===== src/rtl/ram_arb_pkg.sv =====
// Shared types and constants for the ram4096 two-port arbiter.
package ram_arb_pkg;

  localparam int AW = 12;
  localparam int DW = 16;

  typedef enum logic [1:0] {
    CLEAR,
    IDLE,
    ACCESS,
    DONE
  } state_t;

  localparam logic REQ_A = 1'b0;
  localparam logic REQ_B = 1'b1;

endpackage


===== src/rtl/ram4096_arbiter_if.sv =====
// One requester's four-phase req/ack port onto the shared RAM.
interface ram4096_arbiter_if;
  import ram_arb_pkg::*;

  logic          req;
  logic          we;
  logic [AW-1:0] addr;
  logic [DW-1:0] wdata;
  logic          ack;
  logic [DW-1:0] rdata;

  modport master (output req, we, addr, wdata, input ack, rdata);
  modport slave  (input req, we, addr, wdata, output ack, rdata);

endinterface


===== src/rtl/ram_rr_pick2.sv =====
// Two-way round-robin picker: a lone request wins, a tie goes to whoever was not served last.
module ram_rr_pick2
  import ram_arb_pkg::*;
(
  input  logic req_a,
  input  logic req_b,
  input  logic last,
  output logic valid,
  output logic sel
);

  assign valid = req_a | req_b;
  assign sel   = (req_a && req_b) ? ~last : (req_b ? REQ_B : REQ_A);

endmodule


===== src/rtl/ram4096_arbiter.sv =====
// Shares one ram4096 between requesters A and B with round-robin four-phase handshakes,
// optionally sweeping the whole RAM to INIT_VALUE after reset.
module ram4096_arbiter
  import ram_arb_pkg::*;
#(
  parameter bit            CLEAR_ON_RESET = 1'b1,
  parameter logic [DW-1:0] INIT_VALUE     = '0
) (
  input  logic             clk,
  input  logic             reset,
  ram4096_arbiter_if.slave a,
  ram4096_arbiter_if.slave b,
  output logic [AW-1:0]    ram_address,
  output logic [DW-1:0]    ram_in,
  output logic             ram_load,
  input  logic [DW-1:0]    ram_out,
  output logic             busy
);

  state_t        state;
  logic [AW-1:0] clr_cnt;
  logic [AW-1:0] addr_q;
  logic [DW-1:0] wdata_q;
  logic          we_q;
  logic          sel_q;
  logic          last_q;
  logic          a_ack_q;
  logic          b_ack_q;
  logic [DW-1:0] a_rdata_q;
  logic [DW-1:0] b_rdata_q;

  logic          pick_valid;
  logic          pick_sel;
  logic [DW-1:0] result;
  logic          sel_req;

  ram_rr_pick2 u_pick (
    .req_a (a.req),
    .req_b (b.req),
    .last  (last_q),
    .valid (pick_valid),
    .sel   (pick_sel)
  );

  // A write reports the data it stored, so both cases return through the same register.
  assign result  = we_q ? wdata_q : ram_out;
  assign sel_req = (sel_q == REQ_B) ? b.req : a.req;

  // NOTE: non-blocking assignments so every register here samples pre-edge values.
  always_ff @(posedge clk) begin
    if (reset) begin
      state     <= CLEAR_ON_RESET ? CLEAR : IDLE;
      clr_cnt   <= '0;
      addr_q    <= '0;
      wdata_q   <= '0;
      we_q      <= 1'b0;
      sel_q     <= REQ_A;
      last_q    <= REQ_B;
      a_ack_q   <= 1'b0;
      b_ack_q   <= 1'b0;
      a_rdata_q <= '0;
      b_rdata_q <= '0;
    end else begin
      unique case (state)
        CLEAR: begin
          if (clr_cnt == {AW{1'b1}}) state <= IDLE;
          else                       clr_cnt <= clr_cnt + AW'(1);
        end
        IDLE: begin
          if (pick_valid) begin
            sel_q   <= pick_sel;
            we_q    <= pick_sel ? b.we    : a.we;
            addr_q  <= pick_sel ? b.addr  : a.addr;
            wdata_q <= pick_sel ? b.wdata : a.wdata;
            state   <= ACCESS;
          end
        end
        ACCESS: begin
          if (sel_q == REQ_B) begin
            b_rdata_q <= result;
            b_ack_q   <= 1'b1;
          end else begin
            a_rdata_q <= result;
            a_ack_q   <= 1'b1;
          end
          last_q <= sel_q;
          state  <= DONE;
        end
        DONE: begin
          if (!sel_req) begin
            a_ack_q <= 1'b0;
            b_ack_q <= 1'b0;
            state   <= IDLE;
          end
        end
        default: state <= IDLE;
      endcase
    end
  end

  // Gating load with reset keeps a write in flight from landing on the reset edge.
  // NOTE: every output gets a default first so no path infers a latch.
  always_comb begin
    ram_address = addr_q;
    ram_in      = wdata_q;
    ram_load    = 1'b0;
    unique case (state)
      CLEAR: begin
        ram_address = clr_cnt;
        ram_in      = INIT_VALUE;
        ram_load    = ~reset;
      end
      ACCESS:  ram_load = we_q & ~reset;
      default: ram_load = 1'b0;
    endcase
  end

  assign busy    = (state == CLEAR);
  assign a.ack   = a_ack_q;
  assign b.ack   = b_ack_q;
  assign a.rdata = a_rdata_q;
  assign b.rdata = b_rdata_q;

endmodule

===== src/flat_wrapper.sv =====
// flat-port wrapper written by rule: the top's interface ports become plain ports
module ram4096_arbiter_flat import ram_arb_pkg::*;
#(
  parameter bit            CLEAR_ON_RESET = 1'b1,
  parameter logic [DW-1:0] INIT_VALUE     = '0
)
  (clk, reset, ram_address, ram_in, ram_load, ram_out, busy, a_req, a_we, a_addr, a_wdata, a_ack, a_rdata, b_req, b_we, b_addr, b_wdata, b_ack, b_rdata);
  ram4096_arbiter_if a_i ();
  ram4096_arbiter_if b_i ();
  input  logic clk;
  input  logic reset;
  output logic [AW-1:0] ram_address;
  output logic [DW-1:0] ram_in;
  output logic ram_load;
  input  logic [DW-1:0] ram_out;
  output logic busy;
  input wire logic [$bits(a_i.req)-1:0] a_req;
  input wire logic [$bits(a_i.we)-1:0] a_we;
  input wire logic [$bits(a_i.addr)-1:0] a_addr;
  input wire logic [$bits(a_i.wdata)-1:0] a_wdata;
  output wire logic [$bits(a_i.ack)-1:0] a_ack;
  output wire logic [$bits(a_i.rdata)-1:0] a_rdata;
  input wire logic [$bits(b_i.req)-1:0] b_req;
  input wire logic [$bits(b_i.we)-1:0] b_we;
  input wire logic [$bits(b_i.addr)-1:0] b_addr;
  input wire logic [$bits(b_i.wdata)-1:0] b_wdata;
  output wire logic [$bits(b_i.ack)-1:0] b_ack;
  output wire logic [$bits(b_i.rdata)-1:0] b_rdata;
  assign a_i.req = a_req;
  assign a_i.we = a_we;
  assign a_i.addr = a_addr;
  assign a_i.wdata = a_wdata;
  assign a_ack = a_i.ack;
  assign a_rdata = a_i.rdata;
  assign b_i.req = b_req;
  assign b_i.we = b_we;
  assign b_i.addr = b_addr;
  assign b_i.wdata = b_wdata;
  assign b_ack = b_i.ack;
  assign b_rdata = b_i.rdata;
  ram4096_arbiter #(.CLEAR_ON_RESET(CLEAR_ON_RESET), .INIT_VALUE(INIT_VALUE)) u_core (.clk(clk), .reset(reset), .a(a_i), .b(b_i), .ram_address(ram_address), .ram_in(ram_in), .ram_load(ram_load), .ram_out(ram_out), .busy(busy));
endmodule

===== config.mk =====
export PLATFORM = sky130hd
export DESIGN_NAME = ram4096_arbiter_flat
export DESIGN_NICKNAME = d
export VERILOG_FILES = /design/src/rtl/ram_arb_pkg.sv /design/src/rtl/ram4096_arbiter_if.sv /design/src/rtl/ram_rr_pick2.sv /design/src/rtl/ram4096_arbiter.sv /design/src/flat_wrapper.sv
export SDC_FILE = /design/constraint.sdc
export NUM_CORES = 1
export LEC_CHECK = 0
export CELL_PAD_IN_SITES_DETAIL_PLACEMENT = 0
export CELL_PAD_IN_SITES_GLOBAL_PLACEMENT = 1
export CORE_AREA = 2 2 115 117
export CTS_CLUSTER_DIAMETER = 120
export CTS_CLUSTER_SIZE = 12
export DETAILED_ROUTE_END_ITERATION = 16
export DIE_AREA = 0 0 117 119
export MAX_ROUTING_LAYER = met4
export PLACE_DENSITY_LB_ADDON = 0.15
export SYNTH_ARGS = -nofsm -noshare
export SYNTH_HDL_FRONTEND = slang
export SYNTH_SLANG_ARGS = --single-unit

===== constraint.sdc =====
create_clock -name clk -period 1.88 [get_ports clk]
set_clock_uncertainty 0.1 [all_clocks]
set_input_delay 0.376 -clock clk [delete_from_list [all_inputs] [get_ports clk]]
set_output_delay 0.376 -clock clk [all_outputs]
set_load 0.02 [all_outputs]

# Yosys cells after proc, flatten, opt, wreduce, memory -nomap -nowiden
# Index checks and enable logic that the tools add are counted.
# op_classes
n_addsub	1
eq_ne	9
n_mux	19
bitwise	6
n_reduce_logical	10
# ops
op	count
$mux 16	3
$mux 12	2
$add 12x1->12 const B	1
$eq 12x12->1 const B	1
$reduce_and 3->1	3
$pmux 2 s4	1
$reduce_and 2->1	4
$mux 1	7
$mux 2	3
$ne 2x1->1 const B	3
$pmux 1 s2	3
$eq 2x2->1 const B	2
$ne 2x2->1 const B	2
$not 1->1	4
$eq 2x1->1 const B	1
$logic_not 2->1	1
$reduce_bool 2->1	1
$and 1x1->1	1
$logic_and 1x1->1	1
$or 1x1->1	1
# totals
ff_bits	79
in_bits	78

# Logic depth before layout (Yosys ltp)
# logic_depth
ltp_word	3
mapped_depth	7
ltp_nobuf	6

# Hierarchy
# A second synthesis with hierarchy kept.
# hier_totals
cells_unflattened	395
hier_area_um2	3692.3
# by_module_without_submodules
module	instances	cells_each	area_each_um2
ram4096_arbiter	1	393	3678.5
ram_rr_pick2	1	2	13.8

# Worst setup path after synthesis
# OpenSTA, ideal clock, no wires.
# synth_path
kind	register to register
startpoint	register u_core.state[1]
endpoint	register u_core.clr_cnt[11]
setup_ns	0.121
arrival_time_ns	1.881
required_ns	1.659
setup_slack_ns	-0.222
stages_incl_launch_ff	7
path_buffers	0
synth_period_minus_slack_ns	2.102
cell_sequence	dfxtp_1 > inv_1 > ha_1 > nand2_2 > or3_4 > nor4_1 > mux2_2
# synth_via
elab_chain_cells	2
# synth_lines
element	line	source
from (decl)	ram4096_arbiter.sv:20	state_t state;
from (signal assigned)	ram4096_arbiter.sv:52	state <= CLEAR_ON_RESET ? CLEAR : IDLE;
$logic_not 2->1	n/a	
via busy	flat_wrapper.sv:16	output logic busy;
$reduce_and 2->1 (no line)	n/a	
to (signal assigned)	ram4096_arbiter.sv:67	else clr_cnt <= clr_cnt + AW'(1);
to (decl)	ram4096_arbiter.sv:21	logic [AW-1:0] clr_cnt;
# The timed path passes the listed nets, and every way through them passes these cells.
# A chain may end at the register's enable or synchronous reset.

# Final worst setup path
# layout_path
startpoint	register u_core.state[0]
endpoint	output ram_address[1]
# layout_via
elab_chain_cells	2
# layout_lines
element	line	source
$logic_not 2->1	ram4096_arbiter.sv:107	unique case (state)
$mux 12	ram4096_arbiter.sv:107	
to (decl)	flat_wrapper.sv:12	output logic [AW-1:0] ram_address;
# Every way passes these cells.

==> impl_metrics.ini <==
[yosys]
yosys_register_bits = 79
post-synth-top-count-cell = dfxtp_1
netlist_top_cells_area = dfxtp_1 44%, mux2i_1 13%, a211oi_1 10%
syn_avg_cell_area_um2 = 9.14
synth_compound_area_share_pct = 16.5
synth_ff_type = dfxtp_1
yosys-top-cells-count = 79 x dfxtp_1, 58 x nor2_1, 49 x a211oi_1, 47 x mux2i_1, 25 x nand2_1
synth_warnings = 0
synth_top_family_by_area = multiplexers
ys_types = 35
syn_area_mm2 = 0.00363
synth_fa_ha_area_share_pct = 2.07
yosysTopAreaCellShare_pct = 43.6
yosys.area.top_type = dfxtp_1
muxShareOfSynthArea_pct = 17.0
async_flop_share_pct = 0
yosysSeqAreaShare_pct = 43.6
synth-simple-area-share_pct = 16.0
synthCells = 397
synth_nets = 481
synth_xor_area_share_pct = 0.966
synth_edf_count = 0

[clocking]
ctsHoldBuffers = 0
clk_pin_slew_ns = 0.07
cts-buffers-inserted = 9
tritoncts = built
htree_levels = 3
clockBufferDepth = 2
cts_root_buffer = clkbuf_16
cts.sinks = 79
clk_latency_ns = 0.34

[power]
seq_power_share_pct = 33.1
design_power_total_uw = 6540
internal_power_uw = 4280
power_leakage_uw = 0.00225
p_clk_share_pct = 26.0
p_per_area_mw_per_mm2 = 1040
irDropWorstVdd_v = 0.000419
comb_power_share_pct = 40.8
p_sw_uw = 2250
swShare_pct = 34.5

[critical_path]
worstPathCellList = inv_2, ha_4, buf_12, mux2_4, buf_6
endpoint_kind = output port
crit_required_ns = 1.40
reg2reg_setup_slack_ns = -0.12
arrival_ns = 1.55
start_kind = register
cp_slowest_cell = dfxtp_2
cp_slowest_stage_delay_ns = 0.32
crit_fanout = 8
worstSetupPathType = reg -> out

[detailed_routing]
first_pass_iters = 4
ant_nets = 0
wl_um = 12000
drc_errors = 0
vias = 3510
via_per_inst = 4.67
dr.first_iter.drc_count = 151
wl_per_cell_um = 15.9

[floorplan]
std_cell_rows = 42
core-area_mm2 = 0.0129
chipHeight_um = 119
die-area_mm2 = 0.0139
die_w_um = 117
ios = 142
initial_core_util_pct = 28.2

[sta]
worstMarginPinSlew_ns = 0.523
rsz0062_at_grt = true
finalWorstSetupSlack_ns = -0.144
drv_slew = 0
period_needed_ns = 2.02
slew_headroom_pct = 65.1
fin_crit_sh_pct = 108
final.setup.tns_ns = -2.84
hold_viol = 0
max_freq_mhz = 494
setup_viol = 32
timing.hold.ws_ns = 0.361

[layout]
drive_gt1_share_pct = 26.9
area_growth_pct = 73.2
antenna_cells = 0
nets = 655
design_area_mm2 = 0.00628
fillers = 1235

[placed_design]
dp_hpwl_um = 8250
routabilityCongestion = 0.792
dpl_cell_area_mm2 = 0.00551
place_ws_ns = -0.269
port_buffers = 141

[global_routing]
grt_util_all_layers_pct = 17.6
grt_pass1_vias = 3476
antenna_found_initial = 0
grt_remaining_overflow = 0
grt_max_degree = 45
grt_pass1_wl_um = 18300

[hold_path]
hold_class = reg -> reg

[status]
violations = setup timing
status = finished with violations

[flow_run]
drv_cap = 0
[power by group through the flow]
stage                     Sequential [uW]  Clock [uW]  Combinational [uW]
final                                2170        1700                2670
after global routing                 2200        1820                2890
after CTS                            2150        1740                2330
after detailed placement             2190           0                2060
after global placement               2190           0                2010
after floorplan                      2140           0                1170
[sequential cells by signal, indices dropped and copies added (netlist names), 2 cells and up]
| signal | cells |
|---|---|
| u_core.a.rdata | 16 |
| u_core.b.rdata | 16 |
| u_core.wdata_q | 16 |
| u_core.state | 2 |
| u_core.addr_q | 12 |
| u_core.clr_cnt | 12 |
[critical path, delay by kind of cell (launching register included)]
kind       cells  cell delay [ns]
mux            1             0.31
fa+ha+maj      1             0.20
flops          1             0.32
buf+inv        3             0.37
[through the flow]
stage / util (%) / cells
floorplan: - / 397
global placement: 42.8 / 723
detailed placement: 42.8 / 723
CTS: 45.7 / 746
global route: 48.8 / 752
finish: 48.8 / 752
[placed cells by master, fill, tap and decap left out, types with 2 or more instances in the layout]
master	n
or4_4	2
inv_6	3
a21oi_1	5
clkbuf_16	10
nand4_1	3
a22oi_1	2
ha_4	2
a211oi_1	43
buf_12	7
mux2i_1	47
buf_6	27
nor2b_1	7
clkdlybuf4s50_1	110
mux2_4	12
nor2_1	57
nand2b_1	2
a211oi_2	6
inv_2	2
or3_1	2
buf_4	45
inv_1	5
xnor2_1	2
ha_1	3
a2111oi_2	2
clkinv_4	2
dfxtp_1	77
dfxtp_2	2
nand3_1	2
o21ai_0	20
and3_1	2
xor2_1	2
nand2_1	25
nor4_4	2
nor2b_4	13
[layout make-up]
| type | count | area, um^2 | area share (%) |
|---|---|---|---|
| sequential | 79 | 1580 | 25.2 |
| multi-input combinational | 282 | 2230 | 35.4 |
| clock buffer | 9 | 225 | 3.58 |
| clock inverter | 7 | 62.6 | 0.995 |
| inverter | 7 | 26.3 | 0.418 |
| tap | 176 | 220 | 3.50 |
| timing repair buffer | 192 | 1940 | 30.9 |
[kinds of logic after synthesis]
group | after synthesis
XOR/XNOR | 4
multiplexers | 60
buffers and inverters | 36
AND/OR/NAND/NOR | 125
AO/OA/AOI/OAI | 87
flip-flops | 79
adder cells (fa/ha/maj) | 6
[per-layer routing]
metal  wire (um)  GRT usage, %  vias up
met5           0             -        -
met2        5660          27.3       90
met4         164          5.07        0
met1        5560          23.2     1635
met3         573          3.41       12
li1            -             -     1773
[worst paths after layout]
kind / startpoint / to / cells after the start
worst max register to register: u_core.state[0] / u_core.clr_cnt[9] / 7
worst max-delay path: u_core.state[0] / ram_address[1] / 5
worst min register to register: u_core.b.rdata[13] / u_core.b.rdata[13] / 2
worst min-delay path: u_core.b.rdata[13] / u_core.b.rdata[13] / 2
[what timing repair did]
action | in CTS | in global routing
buffers inserted | 6 | 6
resized for setup | 168 | 78
pin swaps | 4 | 13
cloned | 1 | 1
endpoints found under the setup margin | 36 | 41
No activity file was read; power rests on OpenSTA's default activity.
